--- config.mk ---
export PLATFORM = sky130hd
export DESIGN_NAME = fl_ticket_sequencer
export DESIGN_NICKNAME = d
export VERILOG_FILES = /design/src/rtl/fl_ticket_sequencer.sv
export SDC_FILE = /design/constraint.sdc
export NUM_CORES = 1
export LEC_CHECK = 0
export CORE_AREA = 3 3 155 157
export DETAILED_ROUTE_END_ITERATION = 7
export DIE_AREA = 0 0 158 160
export GPL_TIMING_DRIVEN = 0
export PLACE_DENSITY = 0.6
export RECOVER_POWER = 50
export SYNTH_ARGS = -nofsm -noshare
export SYNTH_HDL_FRONTEND = slang
export SYNTH_SLANG_ARGS = --single-unit
--- constraint.sdc ---
create_clock -name CLK -period 1.95 [get_ports CLK]
set_input_delay 0.39 -clock CLK [delete_from_list [all_inputs] [get_ports CLK]]
set_output_delay 0.39 -clock CLK [all_outputs]
set_load 0.05 [all_outputs]
--- src/rtl/fl_ticket_sequencer.sv ---
// fl_ticket_sequencer
//   Merges INPUT_COUNT FrameLink streams into one output stream, forwarding
//   whole frames strictly in ticket order. The ticket sits in the SOF word of
//   each frame. A frame is forwarded only from an input whose head frame
//   carries the expected ticket. An optional timeout skips a ticket that never
//   arrives.
//
// Ports
//   CLK, RESET_N                 clock, asynchronous active-low reset
//   RX_* (per input slice)       FrameLink inputs; RX_DST_RDY_N is the ready output
//   TX_*                         FrameLink output; TX_DST_RDY_N is the ready input
//   TICKET_INIT, TICKET_LOAD     expected-ticket preload, honoured only in SEARCH
//   EXPECTED                     current expected ticket
//   SKIP                         one-cycle pulse when a ticket is skipped by timeout
//
// state    | meaning
// ---------+-----------------------------------------------------------------
// SEARCH   | no frame selected; look for a head frame with the expected ticket
// TRANSFER | input sel is wired straight through to TX until its EOF word moves
module fl_ticket_sequencer #(
  parameter int DATA_WIDTH    = 64,
  parameter int INPUT_COUNT   = 4,
  parameter int TICKET_OFFSET = 0,
  parameter int TICKET_WIDTH  = 16,
  parameter int TIMEOUT       = 0,
  localparam int REM_WIDTH    = $clog2(DATA_WIDTH / 8),
  localparam int SEL_WIDTH    = $clog2(INPUT_COUNT),
  localparam int CNT_WIDTH    = (TIMEOUT > 1) ? $clog2(TIMEOUT) : 1
) (
  input  logic                             CLK,
  input  logic                             RESET_N,
  input  logic [INPUT_COUNT*DATA_WIDTH-1:0] RX_DATA,
  input  logic [INPUT_COUNT*REM_WIDTH-1:0]  RX_REM,
  input  logic [INPUT_COUNT-1:0]            RX_SOF_N,
  input  logic [INPUT_COUNT-1:0]            RX_EOF_N,
  input  logic [INPUT_COUNT-1:0]            RX_SOP_N,
  input  logic [INPUT_COUNT-1:0]            RX_EOP_N,
  input  logic [INPUT_COUNT-1:0]            RX_SRC_RDY_N,
  output logic [INPUT_COUNT-1:0]            RX_DST_RDY_N,
  output logic [DATA_WIDTH-1:0]             TX_DATA,
  output logic [REM_WIDTH-1:0]              TX_REM,
  output logic                              TX_SOF_N,
  output logic                              TX_EOF_N,
  output logic                              TX_SOP_N,
  output logic                              TX_EOP_N,
  output logic                              TX_SRC_RDY_N,
  input  logic                              TX_DST_RDY_N,
  input  logic [TICKET_WIDTH-1:0]           TICKET_INIT,
  input  logic                              TICKET_LOAD,
  output logic [TICKET_WIDTH-1:0]           EXPECTED,
  output logic                              SKIP
);

  typedef enum logic {SEARCH = 1'b0, TRANSFER = 1'b1} state_t;

  state_t               state;
  logic [SEL_WIDTH-1:0] sel;
  logic [CNT_WIDTH-1:0] cnt;
  logic                 match_found;
  logic [SEL_WIDTH-1:0] match_idx;
  logic                 last_word;

  // Scan from the top down so the lowest matching index is the one left standing.
  always_comb begin
    match_found = 1'b0;
    match_idx   = '0;
    for (int i = INPUT_COUNT - 1; i >= 0; i--) begin
      if (!RX_SRC_RDY_N[i] && !RX_SOF_N[i] &&
          RX_DATA[i*DATA_WIDTH + TICKET_OFFSET*8 +: TICKET_WIDTH] == EXPECTED) begin
        match_found = 1'b1;
        match_idx   = SEL_WIDTH'(i);
      end
    end
  end

  // Pure pass-through of the selected input; nothing is buffered.
  always_comb begin
    TX_DATA      = RX_DATA[sel*DATA_WIDTH +: DATA_WIDTH];
    TX_REM       = RX_REM[sel*REM_WIDTH +: REM_WIDTH];
    TX_SOF_N     = 1'b1;
    TX_EOF_N     = 1'b1;
    TX_SOP_N     = 1'b1;
    TX_EOP_N     = 1'b1;
    TX_SRC_RDY_N = 1'b1;
    RX_DST_RDY_N = '1;
    if (state == TRANSFER) begin
      TX_SOF_N          = RX_SOF_N[sel];
      TX_EOF_N          = RX_EOF_N[sel];
      TX_SOP_N          = RX_SOP_N[sel];
      TX_EOP_N          = RX_EOP_N[sel];
      TX_SRC_RDY_N      = RX_SRC_RDY_N[sel];
      RX_DST_RDY_N[sel] = TX_DST_RDY_N;
    end
  end

  assign last_word = !TX_SRC_RDY_N && !TX_DST_RDY_N && !TX_EOF_N;

  always_ff @(posedge CLK or negedge RESET_N) begin
    if (!RESET_N) begin
      state    <= SEARCH;
      sel      <= '0;
      cnt      <= '0;
      EXPECTED <= '0;
      SKIP     <= 1'b0;
    end else begin
      SKIP <= 1'b0;
      case (state)
        SEARCH: begin
          if (TICKET_LOAD) begin
            EXPECTED <= TICKET_INIT;
            cnt      <= '0;
          end else if (match_found) begin
            sel   <= match_idx;
            state <= TRANSFER;
            cnt   <= '0;
          end else if (TIMEOUT > 0) begin
            if (cnt == CNT_WIDTH'(TIMEOUT - 1)) begin
              EXPECTED <= EXPECTED + TICKET_WIDTH'(1);
              SKIP     <= 1'b1;
              cnt      <= '0;
            end else begin
              cnt <= cnt + CNT_WIDTH'(1);
            end
          end
        end
        TRANSFER: begin
          if (last_word) begin
            EXPECTED <= EXPECTED + TICKET_WIDTH'(1);
            state    <= SEARCH;
          end
        end
        default: state <= SEARCH;
      endcase
    end
  end

endmodule

==> impl_metrics.tcl <==
set metrics [dict create \
    drtPass1Iterations 4 \
    rsz0062_at_grt "true" \
    critPathRequiredTime_ps 1560 \
    final.fill_count 2207 \
    combPwrFrac 0.777 \
    cts_root_buf "clkbuf_16" \
    cts_hold_buf 0 \
    vias 4873 \
    synth.mux.area_fraction 0.442 \
    finalSetupViolations 91 \
    grt_pass1_vias 5306 \
    clock_power_share 0.096 \
    route.detailed.drc 0 \
    fin_skew_ps 2.81 \
    initial_utilization 0.163 \
    dieArea_sq_um 25300 \
    worst_pin_slew_ps 956 \
    critical_path_arrival_ps 1870 \
    outcome "complete, but fails checks" \
    portBuffers 399 \
    drt-vias-per-instance 4.61 \
    synth-seq-cells 19 \
    fp.dieW_um 158 \
    synth_top_family_by_area "multiplexers" \
    crit_fanout 5 \
    p_sw_frac 0.461 \
    grt_usage 0.204 \
    cp_slowest_stage_delay_ps 550 \
    h-tree-depth 1 \
    cts_buffers 3 \
    grt_pass1_wl_um 37300 \
    post_synth_num_cell_types 43 \
    setup.worst_path.class "reg -> out" \
    grt_max_degree 20 \
    synth_compound_area_frac 0.0661 \
    io_pins 401 \
    crit_slowest_cell "mux4_2" \
    slew_viol_final 0 \
    fin_hold_ws_ps 691 \
    synth_simple_gate_area_share 0.133 \
    fin_ws_ps -314 \
    drive_gt1_frac 0.378 \
    final_cells 1058 \
    final_common_cell "clkdlybuf4s50_1" \
    synth_area_sq_um 3690 \
    leakage_nw 3.59 \
    p_int_mw 2.55 \
    cap_violations 0 \
    pwr-share-seq 0.127 \
    yosys.area_share.xor_xnor 0.173 \
    fmax_ghz 0.442 \
    synthCells 332 \
    antenna_found_initial 6 \
    dp_cells 1016 \
    clock_latency_ps 260 \
    switchingPower_mw 2.18 \
    hold_class "reg -> reg" \
    hold_viol 0 \
    drt_iter0_drc 220 \
    final_cell_mix "clkdlybuf4s50_1, mux4_2, buf_6" \
    start_kind "flop" \
    routed_wirelength_um 27800 \
    grt.overflow.total 0 \
    synth_nets 641 \
    syn_area_per_cell_sq_um 11.1 \
    crit_path_end_kind "output port" \
    wl_per_cell_um 26.3 \
    relSlewSlack 0.360 \
    cts_num_sinks 19 \
    rows 55 \
    post-dp-hpwl_um 23400 \
    yosysSeqAreaShare 0.129 \
    gp_routability_congestion 0.832 \
    min_period_ps 2260 \
    violations "setup timing" \
    ys_warn_count 0 \
    clockBufferDepth 2 \
    final_antenna_net_count 0 \
    layout.nets 1080 \
    die_h_um 160 \
    clk_pin_slew_worst_paths_ps 60 \
    path_cells "buf_4 -> clkbuf_16 -> buf_12 -> mux4_2 -> buf_8" \
    ir_drop_mv 0.360 \
    pwr_density_cell_nw_per_um2 507 \
    cts_tree "done" \
    core_area_sq_um 22600 \
    area_growth_pct 153 \
    synth_fa_ha_area_frac 0.00339 \
    finalCritPeriodShare 1.16 \
]
-- per-stage QoR --
step	util	power (mW)	cell area, sq um	setup slack [ps]	TNS (ps)
final	0.413	4.74	9350	-314	-21070
after global routing	0.413	4.97	9350	-374	-24940
after CTS	0.394	4.45	8920	-303	-20910
after detailed placement	0.357	3.81	8080	-1390	-91510
after global placement	0.357	3.80	8080	-1340	-89650
after floorplan	-	2.36	3730	-51.3	-93.0
-- cell usage after synthesis (all sizes together) --
library cell  count  share of area
mux4             72           0.44
xnor2            62           0.15
buf              21          0.030
dfrtp            19           0.13
nand4            19          0.034
clkbuf           18          0.018
nand2            13          0.013
a21oi            11          0.015
xor2             11          0.026
nor2             10          0.010
nand3             9          0.015
nor3              9          0.017
o21ai             7         0.0095
nand2b            6          0.010
nor4              6          0.010
a211oi            5          0.010
o22ai             5         0.0085
inv               4         0.0041
and4              3         0.0078
nor2b             3         0.0051
o211ai            3         0.0061
or3               3         0.0051
a32oi             2         0.0047
a221o             1         0.0027
a22oi             1         0.0020
and3              1         0.0017
conb              1         0.0010
ha                1         0.0034
mux2i             1         0.0027
nand4b            1         0.0024
o21a              1         0.0020
o21ba             1         0.0027
o311a             1         0.0027
or2               1         0.0017
-- power groups by stage --
| stage | Clock (mW) | Combinational (mW) | Sequential (mW) |
|---|---|---|---|
| after detailed placement | 0 | 3.22 | 0.585 |
| final | 0.456 | 3.68 | 0.599 |
| after floorplan | 0 | 1.44 | 0.925 |
| after CTS | 0.453 | 3.40 | 0.594 |
| after global placement | 0 | 3.21 | 0.585 |
| after global routing | 0.474 | 3.88 | 0.616 |
-- final timing paths --
kind                         startpoint            to  slack (ps)  depth (start not counted)
max reg2reg                      sel[0]  EXPECTED[15]        -310                          9
max                              sel[0]   TX_DATA[59]        -310                          5
min reg2reg                EXPECTED[10]  EXPECTED[10]         690                          3
min in group asynchronous       RESET_N  EXPECTED[15]         730                          1
max in group asynchronous       RESET_N        sel[0]         580                          1
min                        EXPECTED[10]  EXPECTED[10]         690                          3
-- routing by layer --
metal,track usage,share of wire,vias to the layer above
li1,-,-,2203
met1,0.254,0.39,2383
met2,0.348,0.49,260
met3,0.0762,0.11,19
met4,0.0246,0.0069,8
met5,0,0.0022,-
-- repair_timing --
item / in CTS / in global routing
buffers inserted: 16 / 17
setup endpoints to repair: 95 / 95
cloned: 4 / 4
hold endpoints to repair: 0 / 0
gates resized for setup: 636 / 90
pin swaps: 14 / 39
-- layout make-up --
| type | instances | area [sq um] | area share |
|---|---|---|---|
| well taps | 285 | 357 | 0.0381 |
| clock buffers | 4 | 78.8 | 0.00843 |
| inverters | 4 | 15.0 | 0.00161 |
| flip-flops and latches | 19 | 492 | 0.0526 |
| plain buffers | 36 | 394 | 0.0421 |
| diodes | 3 | 7.51 | 0.000803 |
| multi-input cells | 270 | 3370 | 0.360 |
| repair buffers | 437 | 4640 | 0.496 |
-- cells by family (layout without fill, tap and decap cells) --
kind of cell | Yosys count | count (layout)
compound gates | 38 | 38
xor+xnor | 73 | 73
fa+ha+maj | 1 | 1
buf+inv | 43 | 481
flops | 19 | 19
mux | 73 | 73
other cells | 1 | 4
simple gates | 84 | 84
-- critical path: cells and delay by family (launching register included) --
family,cells,cell delay [ps]
buffers and inverters,4,620
muxes,1,550
DFF,1,410
-- state kept, by name (all words and copies together) (netlist names) --
name / count
EXPECTED: 16
sel: 2
state: 1
No activity file was read; power rests on OpenSTA's default activity.
